### config.mk
export PLATFORM = sky130hd
export DESIGN_NAME = factorial_core
export DESIGN_NICKNAME = d
export VERILOG_FILES = /design/src/rtl/factorial_core_pkg.sv /design/src/rtl/factorial_core_multiplier.sv /design/src/rtl/factorial_core.sv
export SDC_FILE = /design/constraint.sdc
export NUM_CORES = 1
export LEC_CHECK = 0
export ABC_AREA = 1
export CORE_MARGIN = 2
export CORE_UTILIZATION = 40
export CTS_CLUSTER_SIZE = 40
export DETAILED_ROUTE_END_ITERATION = 6
export GPL_TIMING_DRIVEN = 0
export HOLD_SLACK_MARGIN = 0.08
export PLACE_DENSITY_LB_ADDON = 0.1
export SYNTH_ARGS = -nofsm -noshare
export SYNTH_HDL_FRONTEND = slang
export SYNTH_SLANG_ARGS = --single-unit
### constraint.sdc
create_clock -name clk -period 2.9 [get_ports clk]
set_clock_uncertainty 0.05 [all_clocks]
set_input_delay 0.58 -clock clk [delete_from_list [all_inputs] [get_ports clk]]
set_output_delay 0.58 -clock clk [all_outputs]
set_load 0.02 [all_outputs]
### src/rtl/factorial_core_pkg.sv
// Shared constants for the factorial accelerator: register offsets, FSM encoding, widths.
// Also imported by the bus-side master so both agree on the register map.
package factorial_core_pkg;

    localparam int unsigned DATA_W   = 32;
    localparam int unsigned ADDR_W   = 8;
    localparam int unsigned OFS_W    = 4;
    localparam int unsigned RES_W    = 64;
    localparam int unsigned CNT_W    = 32;
    localparam int unsigned STEP_W   = $clog2(CNT_W);

    localparam logic [OFS_W-1:0] OFS_OPSTART  = 4'h0;
    localparam logic [OFS_W-1:0] OFS_OPCLEAR  = 4'h1;
    localparam logic [OFS_W-1:0] OFS_OPERAND  = 4'h2;
    localparam logic [OFS_W-1:0] OFS_RESULT_H = 4'h3;
    localparam logic [OFS_W-1:0] OFS_RESULT_L = 4'h4;
    localparam logic [OFS_W-1:0] OFS_INTR_EN  = 4'h5;
    localparam logic [OFS_W-1:0] OFS_STATUS   = 4'h6;

    typedef enum logic [2:0] {
        ST_IDLE = 3'd0,
        ST_INIT = 3'd1,
        ST_MUL  = 3'd2,
        ST_STEP = 3'd3,
        ST_DONE = 3'd4
    } fsm_state_e;

    typedef struct packed {
        logic              sel;
        logic              wr;
        logic [OFS_W-1:0]  ofs;
        logic [DATA_W-1:0] din;
    } bus_req_t;

    function automatic logic is_busy(input fsm_state_e s);
        return (s == ST_INIT) || (s == ST_MUL) || (s == ST_STEP);
    endfunction

endpackage

### src/rtl/factorial_core_multiplier.sv
// Sequential 64x32 shift-add multiplier; the start edge performs the first partial step,
// so a product is ready 32 cycles after start. Output truncated to 64 bits.
module factorial_core_multiplier
    import factorial_core_pkg::*;
(
    input  logic             clk,
    input  logic             reset_n,
    input  logic             start,
    input  logic             clear,
    input  logic [RES_W-1:0] multiplicand,
    input  logic [CNT_W-1:0] multiplier,
    output logic [RES_W-1:0] product,
    output logic             done
);

    logic [RES_W-1:0]  mcand;
    logic [CNT_W-1:0]  mplier;
    logic [RES_W-1:0]  acc;
    logic [STEP_W-1:0] steps;
    logic              running;
    logic [RES_W-1:0]  acc_sum_c;

    always_comb begin
        acc_sum_c = acc + (mplier[0] ? mcand : '0);
    end

    always_ff @(posedge clk or negedge reset_n) begin
        if (!reset_n) begin
            mcand   <= '0;
            mplier  <= '0;
            acc     <= '0;
            steps   <= '0;
            running <= 1'b0;
            product <= '0;
            done    <= 1'b0;
        end else if (clear) begin
            running <= 1'b0;
            steps   <= '0;
            done    <= 1'b0;
        end else begin
            done <= 1'b0;
            if (start) begin
                acc     <= multiplier[0] ? multiplicand : '0;
                mcand   <= multiplicand << 1;
                mplier  <= multiplier >> 1;
                steps   <= STEP_W'(CNT_W - 1);
                running <= 1'b1;
            end else if (running) begin
                acc    <= acc_sum_c;
                mcand  <= mcand << 1;
                mplier <= mplier >> 1;
                steps  <= steps - STEP_W'(1);
                if (steps == STEP_W'(1)) begin
                    running <= 1'b0;
                    done    <= 1'b1;
                    product <= acc_sum_c;
                end
            end
        end
    end

endmodule

### src/rtl/factorial_core.sv
// Bus-mapped factorial accelerator: register file, control FSM and one shared multiplier.
// Result is N! modulo 2^64; status reads reflect the state before the sampling edge.
module factorial_core
    import factorial_core_pkg::*;
(
    input  logic              clk,
    input  logic              reset_n,
    input  logic              S_sel,
    input  logic              S_wr,
    input  logic [ADDR_W-1:0] S_address,
    input  logic [DATA_W-1:0] S_din,
    output logic [DATA_W-1:0] S_dout,
    output logic              interrupt
);

    fsm_state_e        state;
    logic [CNT_W-1:0]  operand;
    logic [CNT_W-1:0]  counter;
    logic [RES_W-1:0]  result;
    logic              intr_en;
    logic              mul_start;
    logic [RES_W-1:0]  mul_product;
    logic              mul_done;

    bus_req_t          req_c;
    logic              wr_c;
    logic              rd_c;
    logic              start_c;
    logic              clear_c;
    logic              busy_c;
    logic              done_c;
    logic [DATA_W-1:0] rd_data_c;
    logic              unused_addr_c;

    always_comb begin
        req_c.sel = S_sel;
        req_c.wr  = S_wr;
        req_c.ofs = S_address[OFS_W-1:0];
        req_c.din = S_din;
    end

    assign unused_addr_c = ^S_address[ADDR_W-1:OFS_W];

    always_comb begin
        wr_c    = req_c.sel && req_c.wr;
        rd_c    = req_c.sel && !req_c.wr;
        start_c = wr_c && (req_c.ofs == OFS_OPSTART) && req_c.din[0];
        clear_c = wr_c && (req_c.ofs == OFS_OPCLEAR) && req_c.din[0];
        busy_c  = is_busy(state);
        done_c  = (state == ST_DONE);
    end

    // Read mux; write-only and unmapped offsets read as zero.
    always_comb begin
        rd_data_c = '0;
        case (req_c.ofs)
            OFS_OPERAND:  rd_data_c = operand;
            OFS_RESULT_H: rd_data_c = result[RES_W-1:DATA_W];
            OFS_RESULT_L: rd_data_c = result[DATA_W-1:0];
            OFS_INTR_EN:  rd_data_c = DATA_W'(intr_en);
            OFS_STATUS:   rd_data_c = DATA_W'({busy_c, done_c});
            default:      rd_data_c = '0;
        endcase
    end

    // Both operands are flops, so the interrupt carries no path from the bus inputs.
    assign interrupt = intr_en && done_c;

    always_ff @(posedge clk or negedge reset_n) begin
        if (!reset_n) begin
            state     <= ST_IDLE;
            operand   <= '0;
            counter   <= '0;
            result    <= '0;
            intr_en   <= 1'b0;
            mul_start <= 1'b0;
            S_dout    <= '0;
        end else begin
            S_dout    <= rd_c ? rd_data_c : '0;
            mul_start <= 1'b0;
            if (wr_c && (req_c.ofs == OFS_INTR_EN)) begin
                intr_en <= req_c.din[0];
            end
            if (wr_c && (req_c.ofs == OFS_OPERAND) && !busy_c) begin
                operand <= req_c.din;
            end
            if (clear_c) begin
                state  <= ST_IDLE;
                result <= '0;
            end else begin
                case (state)
                    ST_IDLE: begin
                        if (start_c) state <= ST_INIT;
                    end
                    ST_INIT: begin
                        result  <= RES_W'(1);
                        counter <= operand;
                        if (operand > CNT_W'(1)) begin
                            state     <= ST_MUL;
                            mul_start <= 1'b1;
                        end else begin
                            state <= ST_DONE;
                        end
                    end
                    ST_MUL: begin
                        if (mul_done) state <= ST_STEP;
                    end
                    ST_STEP: begin
                        result  <= mul_product;
                        counter <= counter - CNT_W'(1);
                        // New counter is counter-1; keep multiplying while it exceeds 1.
                        if (counter > CNT_W'(2)) begin
                            state     <= ST_MUL;
                            mul_start <= 1'b1;
                        end else begin
                            state <= ST_DONE;
                        end
                    end
                    ST_DONE: begin
                        state <= ST_DONE;
                    end
                    default: state <= ST_IDLE;
                endcase
            end
        end
    end

    factorial_core_multiplier u_mul (
        .clk          (clk),
        .reset_n      (reset_n),
        .start        (mul_start),
        .clear        (clear_c),
        .multiplicand (result),
        .multiplier   (counter),
        .product      (mul_product),
        .done         (mul_done)
    );

endmodule
== Word level (Yosys, flattened, before mapping) ==
Cells that the tools add are included.

* Bits in registers: 396
* Output and inout bits: 33

* Add/sub/neg operators: 3
* Bitwise gates (word level): 2
* Reduce and logical (&&, ||, !) cells: 24
* Multiplexer cells: 34
* Equality and inequality tests: 13
* Order comparisons: 2

{| class="wikitable"
|+ Operator list
! operator !! number
|-
| $mux 64 || 7
|-
| $pmux 32 s5 || 1
|-
| $pmux 64 s2 || 1
|-
| $mux 32 || 3
|-
| $add 64x64->64 || 1
|-
| $pmux 32 s2 || 1
|-
| $gt 32x1->1 const B || 1
|-
| $gt 32x2->1 const B || 1
|-
| $sub 32x1->32 const B || 1
|-
| $mux 3 || 5
|-
| $mux 5 || 3
|-
| $pmux 3 s5 || 1
|-
| $eq 4x3->1 const B || 3
|-
| $mux 1 || 11
|-
| $logic_and 1x1->1 || 10
|-
| $eq 4x2->1 const B || 2
|-
| $eq 3x2->1 const B || 2
|-
| $reduce_and 2->1 || 3
|-
| $reduce_bool 3->1 || 2
|-
| $eq 5x1->1 const B || 1
|-
| $sub 5x1->5 const B || 1
|-
| $eq 4x1->1 const B || 1
|-
| $logic_not 4->1 || 1
|-
| $reduce_and 4->1 || 1
|-
| other kinds (10) || 14
|}

== Depth between registers and ports, before layout ==
* Word-level depth: 6
* Mapped depth: 20

== Modules after synthesis ==
From an unflattened synthesis, not the netlist that was laid out.

* Cells, all modules: 3596
* Area, all modules: 24394.6 µm²

{| class="wikitable"
|+ Modules (own cells, without submodules)
! module !! sequential area each (µm²) !! instances !! area each (µm²) !! cells an instance
|-
| factorial_core_multiplier || 5730.5 || 1 || 16020.4 || 2522
|-
| factorial_core || 4129.0 || 1 || 8374.3 || 1074
|}

== Worst setup path after synthesis ==
OpenSTA, ideal clock, no wires.

* Path type: register to register
* Start point: reg u_mul.mplier[0]
* End point: reg u_mul.acc[23]
* Data arrival time: 2.392 ns
* Data required time: 2.727 ns
* Setup time: 0.123 ns
* Clock period less this slack: 2.565 ns
* Cell stages (with the launch flop): 16
* Setup slack: 0.335 ns
* Cell sequence: dfrtp_1 > clkbuf_1 > clkbuf_1 > nand2_1 > inv_1 > ha_1 > fa_1 > nand3_1 > nand3_2 > nand2_1 > nand2_2 > nand3_1 > nand3b_1 > or2_2 > nand3_1 > a21oi_1

* Longest elaborated chain between the ends: 4

{| class="wikitable"
|+ RTL lines
! item !! line !! source
|-
| from (decl) || factorial_core_multiplier.sv:17 || <nowiki>logic [CNT_W-1:0] mplier;</nowiki>
|-
| from (signal assigned) || factorial_core_multiplier.sv:45 || <nowiki>mplier <= multiplier >> 1;</nowiki>
|-
| from (signal assigned) || factorial_core_multiplier.sv:51 || <nowiki>mplier <= mplier >> 1;</nowiki>
|-
| $mux 64 || factorial_core_multiplier.sv:24 || <nowiki>acc_sum_c = acc + (mplier[0] ? mcand : '0);</nowiki>
|-
| $add 64x64->64 || factorial_core_multiplier.sv:24 ||
|-
| $mux 64 || factorial_core_multiplier.sv:48 || <nowiki>end else if (running) begin</nowiki>
|-
| $mux 64 || factorial_core_multiplier.sv:42 || <nowiki>if (start) begin</nowiki>
|-
| to (signal assigned) || factorial_core_multiplier.sv:43 || <nowiki>acc <= multiplier[0] ? multiplicand : '0;</nowiki>
|-
| to (signal assigned) || factorial_core_multiplier.sv:49 || <nowiki>acc <= acc_sum_c;</nowiki>
|-
| to (decl) || factorial_core_multiplier.sv:18 || <nowiki>logic [RES_W-1:0] acc;</nowiki>
|}

Every way passes these cells. The select of a mux whose other input is x is not followed.
A chain may end at the register's enable or synchronous reset.

== Final worst setup path ==
* Start point: reg u_mul.mplier[0]
* End point: reg u_mul.acc[59]

The elaborated chain is that of the path after synthesis.

==> out/results.tsv <==
stage	metric	value	unit
synth	syn-num-nets	3572	
timing	tightestPinTransition	0.981	ns
synth	synth_enable_flop_cells	0	
placement	io_buffers	72	
final_layout	antennaDiodeCount	0	
placement	dp.cells	4309	
setup_path	path_max_fanout	5	
die	rows	89	
clock_tree	h-tree-depth	2	
setup_path	slowest_delay	0.52	ns
final_layout	n_fill_cell	6018	
synth	synth.cell_area	24100	um2
status	status	finished clean	
grt	grt_pass1_wl	144	mm
grt	grt_max_degree	120	
pwr	pwr_density_cell	1440	nW/um2
final_layout	fin_area	29500	um2
final_layout	layout-drive-gt1-share	15.5	%
setup_path	critPathCaptureType	register	
placement	hpwl	75.8	mm
clock_tree	worstSkewPairLatency	0.58	ns
timing	slew_viol_final	0	
synth	synth_top_area_share	40.9	%
grt	grt_pass1_vias	23200	
clock_tree	cts_num_sinks	394	
setup_path	path_class	reg2reg	
grt	grt_usage	30.8	%
placement	postPlaceCellArea	25900	um2
synth	synth_ff_type	dfrtp_1	
drt	num_vias	23800	
timing	timing.final.crit_share	98.9	%
clock_tree	cts_root_buffer	clkbuf_16	
setup_path	crit_path_frequent_cell	nand2_1	
flow_run	maxCapViolCount	0	
synth	ys_types	47	
clock_tree	clk_pin_slew	0.06	ns
synth	yosysSeqAreaShare	40.9	%
timing	finalSetupViolCount	0	
timing	final_hold_viol_count	0	
setup_path	path_cells	buf_12 -> clkbuf_16 -> nand2_1 -> inv_2 -> ha_4 -> fa_2 -> buf_4 -> nand3_1 -> nand3b_1 -> nand2_2 -> nand2_4 -> nand2_2 -> nand2_1 -> nand2_1 -> nand3_1 -> a21oi_1	
die	core_area	59200	um2
timing	rsz0062_at_grt	true	
setup_path	cp-start-kind	register	
timing	finalSetupTns	0	ns
grt	grt_antenna_before_repair	0	
clock_tree	cts-buffers-inserted	45	
die	die_h	249	um
synth	ys_warn_count	0	
placement	routabilityCongestion	0.986	
clock_tree	cts_tree	done	
synth	postSynthCellCount	3461	
grt	grt_overflow_total	0	
setup_path	critPathArrivalTime	3.31	ns
final_layout	area_growth_syn_to_layout	22.5	%
drt	drtIter0Drc	2256	
synth	synth_area_leader_cell	dfrtp_1	
die	pin_count	77	
final_layout	multiInputGateArea	13200	um2
drt	wl_per_cell	22.0	um
final_layout	layout.nets	3719	
final_layout	layout.cells.non_filler	4407	
drt	routed_via_density	5.39	
clock_tree	cts.path.max_buffers	3	
synth	synth_common_cells	nand2_1 (974), inv_1 (595), dfrtp_1 (394)	
drt	ant_nets	0	
synth	yosysMostFrequentCell	nand2_1	
die	start_util	40.7	%
timing	max_clock_freq	349	MHz
pwr	leakage	0.0150	uW
pwr	ir_drop	0.534	mV
drt	drc_errors	0	
worst_hold_path	hold_path.class	reg2reg	
drt	first_pass_iters	6	
synth	ys_seq_elements	394	
final_layout	regArea	9860	um2
synth	synthArstFlopShare	100	%
timing	final.min_clock_period	2.87	ns
worst_hold_path	min_from	u_mul.product[58]	
setup_path	required	3.35	ns
synth	synth.avg_cell_area	6.96	um2
setup_path	crit_slowest_cell	dfrtp_4	
timing	slew_headroom	34.6	%
die	die_area	62200	um2
setup_path	r2r-start	u_mul.mplier[0]	
setup_path	cp-startpoint	u_mul.mplier[0]	
drt	wl	97.2	mm
die	die_width	249	um
synth	synth_area_leaders	dfrtp_1 (41%), nand2_1 (15%), inv_1 (9.3%), nor2_1 (5.2%), ha_1 (3.4%)	
[timing repair]
item,CTS,global route
endpoints found under the hold margin,73,0
buffers inserted,10,13
setup endpoints to repair,124,101
pin swaps,11,61
hold buffers,1,0
cloned,2,0
resized for setup,162,305
[layout make-up]
type                            instances  share of cell area (%)
Tap cell                              773                    3.28
Timing Repair Buffer                  101                    3.56
Clock buffer                           60                    4.21
Multi-Input combinational cell       2308                    44.7
Sequential cell                       394                    33.4
Buffer                                144                    2.39
Inverter                              614                    7.81
Clock inverter                         13                   0.568
[worst max-delay path: cells and delay by family (launching register included)]
family                   cells  cell delay, ns
AND/OR/NAND/NOR              9            1.04
AO/OA/AOI/OAI                1            0.14
adder cells (fa/ha/maj)      2            0.52
buffers and inverters        4            0.51
flip-flops                   1            0.52
[path summary, 6_finish.rpt]
check                                    endpoint  slack [ns]  cells past startpoint
worst min register to register  u_mul.product[58]        0.43                      2
min in group asynchronous        u_mul.mplier[12]        0.55                      2
max in group asynchronous           u_mul.acc[50]        1.16                      3
worst min-delay path            u_mul.product[58]        0.43                      2
worst max-delay path                u_mul.acc[59]        0.03                     16
worst max register to register      u_mul.acc[59]        0.03                     16
[registers in the layout (all words and copies together) (netlist names)]
signal	count
result	64
u_mul.acc	64
u_mul.product	64
u_mul.mcand	63
S_dout	32
counter	32
operand	32
u_mul.mplier	31
u_mul.steps	5
state	3
intr_en	1
mul_start	1
u_mul.done	1
u_mul.running	1
[per-layer routing]
metal | routed length [um] | part of all wire (%) | GRT usage [%] | up-vias
met1 | 41700 | 43 | 40.9 | 11500
met5 | 0 | 0 | 0 | -
met2 | 44100 | 45 | 49.5 | 861
li1 | - | - | - | 11200
met4 | 5250 | 5.4 | 15.2 | 0
met3 | 6190 | 6.4 | 4.06 | 183
[layout by cell type (no fill, tap or decap), drive strengths merged, types with 2 or more instances in the layout]
cell / synthesis / final
nand2: 993 / 993
inv: 612 / 612
dfrtp: 394 / 394
nor2: 360 / 360
o21ai: 221 / 221
nand3: 169 / 169
a21oi: 155 / 155
clkbuf: 82 / 139
a31oi: 124 / 124
buf: 63 / 93
clkdlybuf4s50: 0 / 71
ha: 66 / 66
o22ai: 42 / 42
o32ai: 41 / 41
xor2: 36 / 36
nor3: 31 / 31
nand4: 17 / 17
o211ai: 10 / 10
clkinv: 2 / 10
nand3b: 9 / 9
nor4: 8 / 8
xnor2: 6 / 6
or2: 5 / 5
bufinv: 0 / 4
o22a: 3 / 3
o31ai: 2 / 2
a211oi: 2 / 2
o21bai: 2 / 2
and2: 2 / 2
[cells by family (layout without fill, tap and decap cells)]
| logic type | count (synthesis) | in the layout | share of synthesized area [%] |
|---|---|---|---|
| and+or+nand+nor | 1594 | 1594 | 27.4 |
| buffers and inverters | 759 | 932 | 12.2 |
| AOI/OAI and AO/OA | 605 | 605 | 14.4 |
| DFF | 394 | 394 | 40.9 |
| adders and majority gates | 67 | 67 | 3.51 |
| xor gates and xnor gates | 42 | 42 | 1.56 |
[through the flow]
step,utilization (%),power (uW),hold slack (ns),setup WS [ns]
3_5_place_dp,43.6,31000,0.415,-1.27
2_1_floorplan,-,23500,0.234,0.335
4_1_cts,47.4,38600,0.433,-0.0473
3_3_place_gp,43.5,30800,0.412,-16.91
6_report,49.8,42500,0.431,0.0309
5_1_grt,49.8,45600,0.444,-0.0440
[power by group]
part,internal [uW],switching [uW],total (uW)
logic,9220,18300,27600
registers,7580,1680,9260
clock network,3330,2400,5740
total,20100,22400,42500
Note: power is estimated with default switching activity, not from simulation.
